$ cat src/rtl/composite_video_gen.sv
// Composite video timing and level generator: line/field counters feed a two-stage
// pipeline (pixel coordinates, then the registered DAC level that merges pixel data).
module composite_video_gen #(
  parameter int LEVEL_W     = 4,
  parameter int BLANK_LEVEL = 1,
  parameter int PIX_DIV     = 4,
  parameter int ACT_X0      = 184,
  parameter int ACT_W       = 560,
  parameter int ACT_Y0      = 40,
  parameter int ACT_H       = 200,
  parameter int H_TOTAL     = 3175,
  parameter int H_HALF      = 1588,
  parameter int FP          = 75,
  parameter int SYNC        = 235,
  parameter int BP          = 235,
  parameter int EQ          = 117,
  parameter int VS          = 1353
) (
  input  logic               clk_i,
  input  logic               rst_i,
  input  logic               interlace_i,
  input  logic [LEVEL_W-1:0] pixel_data_i,
  output logic               pixel_valid_o,
  output logic [9:0]         pixel_x_o,
  output logic [9:0]         pixel_y_o,
  output logic               field_o,
  output logic               h_sync_o,
  output logic               v_sync_o,
  output logic [LEVEL_W-1:0] ntsc_out_o
);

  localparam int HC_W  = $clog2(H_TOTAL);
  localparam int PX_SH = $clog2(PIX_DIV);
  localparam logic [LEVEL_W-1:0] BLANK_LVL = LEVEL_W'(BLANK_LEVEL);

  typedef enum logic [1:0] {SLOT_EQ, SLOT_VSYNC, SLOT_BLANK, SLOT_SCAN} slot_t;
  typedef enum logic [1:0] {LVL_SYNC, LVL_BLANK, LVL_VIDEO} lvl_t;

  logic [HC_W-1:0] hc;
  logic [8:0]      line;
  logic            ilace;
  logic [31:0]     hc32;
  logic [31:0]     line32;
  logic [31:0]     px32;
  logic [31:0]     len32;
  logic            half_slot;
  logic            last_slot;
  logic            h_end;
  logic            in_window;
  slot_t           slot;
  lvl_t            lvl;
  lvl_t            lvl_d1;
  logic [9:0]      x_next;
  logic [9:0]      y_next;

  // Slot geometry: interlaced field 0 ends on a half slot, field 1 starts with one.
  always_comb begin
    hc32      = 32'(hc);
    line32    = 32'(line);
    px32      = hc32 >> PX_SH;
    half_slot = ilace && ((!field_o && line == 9'd262) || (field_o && line == 9'd0));
    len32     = half_slot ? H_HALF : H_TOTAL;
    last_slot = ilace ? (line == 9'd262) : (line == 9'd261);
    h_end     = (hc32 == len32 - 32'd1);
  end

  assign h_sync_o = h_end;
  assign v_sync_o = h_end && last_slot;

  always_ff @(posedge clk_i or posedge rst_i) begin
    if (rst_i) begin
      hc      <= '0;
      line    <= '0;
      field_o <= 1'b0;
    end else if (h_end) begin
      hc <= '0;
      if (last_slot) begin
        line    <= '0;
        field_o <= ilace & ~field_o;
      end else begin
        line <= line + 9'd1;
      end
    end else begin
      hc <= hc + HC_W'(1);
    end
  end

  // Mode only changes at a frame boundary (or while reset is held), never mid-frame.
  always_ff @(posedge clk_i) begin
    if (rst_i || (v_sync_o && (field_o || !ilace))) begin
      ilace <= interlace_i;
    end
  end

  always_comb begin
    if (line < 9'd6) begin
      slot = SLOT_EQ;
    end else if (line < 9'd12) begin
      slot = SLOT_VSYNC;
    end else if (line < 9'd18) begin
      slot = SLOT_EQ;
    end else if (line < 9'd20 || half_slot) begin
      slot = SLOT_BLANK;
    end else begin
      slot = SLOT_SCAN;
    end
  end

  always_comb begin
    lvl       = LVL_BLANK;
    in_window = (px32 >= ACT_X0) && (px32 < ACT_X0 + ACT_W) &&
                (line32 >= ACT_Y0) && (line32 < ACT_Y0 + ACT_H);
    case (slot)
      SLOT_EQ: begin
        if (hc32 < EQ || (hc32 >= H_HALF && hc32 < H_HALF + EQ)) lvl = LVL_SYNC;
      end
      SLOT_VSYNC: begin
        if (hc32 < VS || (hc32 >= H_HALF && hc32 < H_HALF + VS)) lvl = LVL_SYNC;
      end
      SLOT_SCAN: begin
        if (hc32 >= FP && hc32 < FP + SYNC) lvl = LVL_SYNC;
        else if (hc32 >= FP + SYNC + BP && in_window) lvl = LVL_VIDEO;
      end
      default: ;
    endcase
    x_next = 10'(px32 - ACT_X0);
    y_next = ilace ? 10'(((line32 - ACT_Y0) << 1) + 32'(field_o)) : 10'(line32 - ACT_Y0);
  end

  always_ff @(posedge clk_i or posedge rst_i) begin
    if (rst_i) begin
      pixel_valid_o <= 1'b0;
      pixel_x_o     <= '0;
      pixel_y_o     <= '0;
      lvl_d1        <= LVL_SYNC;
      ntsc_out_o    <= '0;
    end else begin
      pixel_valid_o <= (lvl == LVL_VIDEO);
      pixel_x_o     <= (lvl == LVL_VIDEO) ? x_next : '0;
      pixel_y_o     <= (lvl == LVL_VIDEO) ? y_next : '0;
      lvl_d1        <= lvl;
      // Pixel data is clamped to black so it can never alias a sync tip.
      case (lvl_d1)
        LVL_SYNC:  ntsc_out_o <= '0;
        LVL_VIDEO: ntsc_out_o <= (pixel_data_i > BLANK_LVL) ? pixel_data_i : BLANK_LVL;
        default:   ntsc_out_o <= BLANK_LVL;
      endcase
    end
  end

endmodule

$ cat config.mk
export PLATFORM = sky130hd
export DESIGN_NAME = composite_video_gen
export DESIGN_NICKNAME = d
export VERILOG_FILES = /design/src/rtl/composite_video_gen.sv
export SDC_FILE = /design/constraint.sdc
export NUM_CORES = 1
export LEC_CHECK = 0
export ABC_AREA = 1
export BUFFER_PORTS_ARGS = -buffer_cell sky130_fd_sc_hd__buf_4
export CAP_MARGIN = 20
export CELL_PAD_IN_SITES_DETAIL_PLACEMENT = 1
export CELL_PAD_IN_SITES_GLOBAL_PLACEMENT = 1
export CORE_MARGIN = 10
export CORE_UTILIZATION = 39
export DETAILED_ROUTE_END_ITERATION = 16
export GPL_ROUTABILITY_DRIVEN = 1
export PLACE_DENSITY_LB_ADDON = 0.1
export SYNTH_ARGS = -nofsm -noshare
export SYNTH_HDL_FRONTEND = slang
export SYNTH_SLANG_ARGS = --single-unit
$ cat constraint.sdc
create_clock -name clk_i -period 1.9 [get_ports clk_i]
set_input_delay 0.095 -clock clk_i [delete_from_list [all_inputs] [get_ports clk_i]]
set_output_delay 0.095 -clock clk_i [all_outputs]
set_load 0.02 [all_outputs]
== Word-level counts from Yosys, hierarchy flattened ==
Index checks and enable logic that the tools add are counted.
Word-level totals
  memories kept: 0
  RAM bits: 0
  bits in read-only memories: 0
  output and inout bits: 28
  register bits after elaboration: 50
  input port bits: 7
  latch bits: 0
Cells by class
  shift-type cells: 0
  multipliers: 0
  $add $sub $neg: 6
  reduce and logical (&&, ||, !) cells: 24
  mux-type cells: 18
  order comparisons: 17
  eq/ne operators: 7
  bitwise operators: 2
  div/mod/pow operators: 0
Operators with widths (number)
  12-bit by 32-bit equality test with 1-bit output: 1
  10-bit 2-to-1 mux: 3
  12-bit by 11-bit less-than comparator with 1-bit output (second input constant): 2
  12-bit 2-to-1 mux: 2
  9-bit equality test (second input constant): 2
  9-bit by 5-bit less-than comparator with 1-bit output (second input constant): 2
  12-bit by 1-bit subtractor with 13-bit output (second input constant): 1
  12-bit by 1-bit adder with 12-bit output (second input constant): 1
  12-bit by 10-bit greater-or-equal comparator with 1-bit output (second input constant): 1
  12-bit by 11-bit greater-or-equal comparator with 1-bit output (second input constant): 1
  12-bit by 7-bit greater-or-equal comparator with 1-bit output (second input constant): 1
  1-bit logical AND: 12
  12-bit less-than comparator (second input constant): 1
  12-bit by 7-bit less-than comparator with 1-bit output (second input constant): 1
  12-bit by 9-bit less-than comparator with 1-bit output (second input constant): 1
  10-bit by 1-bit adder with 10-bit output: 1
  10-bit by 8-bit greater-or-equal comparator with 1-bit output (second input constant): 1
  10-bit less-than comparator (second input constant): 1
  2-bit 2-to-1 mux: 5
  10-bit by 8-bit subtractor with 10-bit output (second input constant): 1
  9-bit by 6-bit subtractor with 10-bit output (second input constant): 1
  9-bit by 1-bit adder with 9-bit output (second input constant): 1
  9-bit by 6-bit greater-or-equal comparator with 1-bit output (second input constant): 1
  9-bit zero test: 1
  other kinds (17): 29

== Logic depth before layout (Yosys ltp) ==
  depth in word-level cells: 13
  depth in mapped cells: 15

== Worst setup path before layout ==
Ideal clock, no wire load.
  path kind: flip-flop to flip-flop
  start point: reg line[1]
  end point: reg ilace, enable pin
  data arrival time: 1645 ps
  data required time: 1588 ps
  stages on the path, launching flop included: 13
  clock period less this slack: 1957 ps
  slack: -57 ps
  path through: dfrtp_1 inv_1 ha_1 inv_1 nor2_2 nand2_1 o21bai_2 nand3_2 nand2_4 nand3_2 nor2_2 nand2_1 nand2_1
Between the ends
  longest elaborated chain between the ends: 10
RTL lines
  from (decl): line 40  | logic [8:0] line;
  from (signal assigned): line 81  | line <= line + 9'd1;
  9-bit equality test or 9-bit zero test (tied branches): line 61, 63
  1-bit logical AND: line 61  | half_slot = ilace && ((!field_o && line == 9'd262) || (field_o && line == 9'd0));
  1-bit logical OR: line 61
  1-bit logical AND: line 61
  12-bit 2-to-1 mux: line 62  | len32 = half_slot ? H_HALF : H_TOTAL;
  12-bit by 1-bit subtractor with 13-bit output: line 64  | h_end = (hc32 == len32 - 32'd1);
  12-bit by 32-bit equality test with 1-bit output: line 64
  1-bit logical AND (*): line 68  | assign v_sync_o = h_end && last_slot;
  1-bit logical AND (*): line 90  | if (rst_i || (v_sync_o && (field_o || !ilace))) begin
  1-bit logical OR (*): line 90
  to (signal assigned): line 91  | ilace <= interlace_i;
  to (decl): line 41  | logic ilace;
Every way passes the cells marked *; elsewhere a longest branch is shown, timed or not.
A chain may end at the register's enable or synchronous reset.

== Worst setup path after layout ==
  start point: reg line[1]
  end point: out v_sync_o
Between the ends
  longest elaborated chain between the ends: 8
RTL lines
  9-bit equality test or 9-bit zero test (tied branches): line 61, 63
  1-bit logical AND: line 61
  1-bit logical OR: line 61
  1-bit logical AND: line 61
  12-bit 2-to-1 mux: line 62
  12-bit by 1-bit subtractor with 13-bit output: line 64
  12-bit by 32-bit equality test with 1-bit output: line 64
  1-bit logical AND (*): line 68
  to (decl): line 28  | output logic v_sync_o,
Marked as above.

==> results.md <==
* RSZ-0062 raised after global routing: yes
* Layout Nets at 500
* Final worst-path cycle share at 110%
* Leakage power at 2.18 nW
* Final setup margin at -0.192 ns
* Post-synthesis sequential area ratio at 41.4%
* Placed cell count at 547
* Syn nets at 404
* Sink Count at 50
* First-pass GRT wire length at 15,200 um
* Drt drc at 0
* CTS tree: built
* Logic gate share of total power at 3.3%
* WL met2 at 4770 um
* DR pass1 iterations at 5
* Outcome: finished with violations
* H-tree depth at 2
* R2R Setup Slk at -0.19 ns
* Row count at 32
* Post-route ant nets at 0
* Crit Path Max Fanout at 3
* CTS clk-pin slew, worst paths at 0.10 ns
* Post-synth EDFFs at 1
* Fillcell total at 942
* Slew headroom at 63.1%
* # IOs at 35
* Core ar. at 7650 um^2
* Dpl hpwl at 6850 um
* Metal1 wirelength at 4520 um
* Switching power at 0.416 mW
* Main synth FF type: dfrtp_1
* Initial Util at 39.6%
* Minimum clock period at 2.09 ns
* Gpl congestion at 0.904
* Routed WL at 9900 um
* Vias per cell at 5.08
* Antenna diode count at 0
* Final Hold Viols at 0
* Post-synth ARST share at 98.0%
* Startpoint type of the worst setup path: flop
* PD cells at 424 nW/um^2
* Clk root buf: clkbuf_8
* Critical Path RT at 1.80 ns
* Num CTS Buffers at 5
* Mapped Avg Cell Area at 7.89 um^2
* Met3 wire length at 489 um
* Commonest non-fill, non-tap cell in the layout: buf_4
* Input/output buffers at 34
* CP max stage delay at 0.44 ns
* Max cap viols at 0
* Post-synthesis cell area at 3030 um^2
* Grt ovf at 0
* Seq cells post-synth at 50
* Peak VDD IR at 0.000254 V
* Finished Layout Cells at 583
* Top Metal Used: met4
* Worst path cell trace: inv_2 > ha_4 > inv_2 > nor2_4 > nand2_1 > o21bai_2 > nand3_2 > nand2_4 > inv_2 > nor2_4 > nand2_2 > inv_2 > buf_6
* Full die area at 11,700 um^2
* Slowest CP cell: dfrtp_1
* Initial DRC Count at 124
* P&R area growth vs syn at 39.9%
* Drt wl/cell at 17.0 um
* Critical Setup Path Class: reg -> out
* Die width at 108 um
* CP Data Arrival Time at 2.00 ns
* Ratio of cells with drive above 1 in the final layout at 37.4%
* Final setup viols at 39
* Max-slew violation count at 0
* Worst Tran Pin Value at 0.552 ns
* Tightest Hold Check Type: in -> reg
* Pin count of the biggest net entering global routing at 31
* Synth cell types at 39
* Die Y at 108 um
* GRT Resource Usage Total at 16.0%
* Sequential share of power at 59.5%
* Place WS at -0.00475 ns
* Worst-Skew Late Latency at 0.31 ns
* Most frequent cells in the layout: buf_4, nand2_1, inv_1
* Vias at 2,959
* Finished Core Util at 55.4%
* Worst hold slack at 0.0358 ns
* Cell-internal power at 1.38 mW
* Number of global-route vias before repair at 2,935
* Critical path endpoint category: output port
* Clock share of power at 37.3%
* FMAX at 478 MHz
* Max clock buf depth at 2
* Initial antenna violation count at 0
* YS warnings at 0
* Clock skew at 0.0143 ns
* Sw Ratio at 23.1%
* Most used cell, CP: inv_2
* Final Power at 1.80 mW
* Failing checks: negative setup slack
* Syn Inst Count at 384
[cell usage after synthesis, types with 2 or more instances]
| master | n | area share (%) |
|---|---|---|
| o21ai_1 | 6 | 0.99 |
| nand3b_1 | 3 | 0.74 |
| nand2_1 | 68 | 8.4 |
| a31oi_1 | 5 | 1.0 |
| a211oi_1 | 4 | 0.99 |
| nor2_4 | 2 | 0.74 |
| nand4_1 | 12 | 2.5 |
| a21oi_1 | 8 | 1.3 |
| inv_1 | 60 | 7.4 |
| buf_6 | 5 | 1.9 |
| nand2_4 | 2 | 0.74 |
| nand2_2 | 5 | 1.0 |
| buf_2 | 7 | 1.2 |
| nand3_2 | 2 | 0.66 |
| a211oi_2 | 3 | 1.2 |
| xor2_1 | 8 | 2.3 |
| o21ai_0 | 11 | 1.8 |
| nor4_1 | 2 | 0.41 |
| nand3_1 | 20 | 3.3 |
| ha_1 | 13 | 5.4 |
| inv_2 | 6 | 0.74 |
| dfrtp_1 | 49 | 40 |
| o211ai_1 | 2 | 0.50 |
| nor3_1 | 11 | 1.8 |
| a21oi_2 | 3 | 0.87 |
| nor2_2 | 4 | 0.83 |
| nor2_1 | 50 | 6.2 |
| or2_2 | 2 | 0.41 |
[path summary, 6_finish.rpt]
kind | startpoint | to | depth (start not counted)
max reg2reg | line[1] | line[1] | 12
max in group asynchronous | rst_i | hc[6] | 4
max | line[1] | v_sync_o | 13
min | pixel_data_i[3] | ntsc_out_o[3] | 3
min reg2reg | lvl_d1[0] | ntsc_out_o[0] | 2
min in group asynchronous | rst_i | pixel_y_o[0] | 4
[logic make-up (layout without fill, tap and decap cells)]
group                    Yosys count  count (layout)  synth area share (%)
AND/OR/NAND/NOR                  186             187                  29.2
buffers and inverters             80             176                  11.6
flip-flops                        50              50                  41.4
AO/OA/AOI/OAI                     47              47                  10.1
adder cells (fa/ha/maj)           13              13                  5.37
XOR/XNOR                           8               8                  2.31
[area by class of cell]
class / instances / area (um^2) / share of cell area [%]
clock buffer: 6 / 82.6 / 1.95
clock inverter: 2 / 12.5 / 0.295
sequential: 50 / 1260 / 29.7
multi-input combinational: 255 / 1650 / 38.9
inverter: 66 / 251 / 5.93
tap: 102 / 128 / 3.01
timing repair buffer: 102 / 860 / 20.3
[state kept, by name, indices dropped and copies added, names as in the netlist]
| register | count |
|---|---|
| line | 9 |
| pixel_x_o | 10 |
| pixel_valid_o | 1 |
| hc | 12 |
| ntsc_out_o | 4 |
| lvl_d1 | 2 |
| ilace | 1 |
| field_o | 1 |
| pixel_y_o | 10 |
[power groups by stage]
stage	combinational [mW]	clock (mW)	sequential, mW
floorplan	0.0286	0	1.09
detailed placement	0.0544	0	1.09
CTS	0.0581	0.688	1.07
finish	0.0589	0.669	1.07
global route	0.0669	0.743	1.07
global placement	0.0534	0	1.09
[metrics by stage]
stage | TNS (ns) | cell area (um^2)
floorplan | -0.00162 | 3030
finish | -3.41 | 4240
CTS | -1.49 | 3930
global route | -7.64 | 4240
global placement | 0 | 3630
detailed placement | -0.00475 | 3630
[repair_timing]
action | 4_1_cts | 5_1_grt
pin swaps | 9 | 12
buffers inserted | 17 | 7
gates resized for setup | 12 | 51
gates cloned | 0 | 4
endpoints found under the hold margin | 50 | 0
hold buffers | 2 | 0
setup endpoints to repair | 8 | 45
[critical path: cells and delay by family, from the launching register on]
family / cells / cell delay, ns
fa+ha+maj: 1 / 0.14
compound gates: 1 / 0.17
simple gates: 6 / 0.57
flops: 1 / 0.44
buf+inv: 5 / 0.35
[metal layers]
| layer | GRT usage [%] | up-vias |
|---|---|---|
| li1 | - | 1421 |
| met1 | 22.1 | 1447 |
| met2 | 25.5 | 79 |
| met3 | 3.27 | 12 |
| met4 | 2.86 | 0 |
| met5 | 0 | - |
Note: power is estimated with default switching activity, not from simulation.
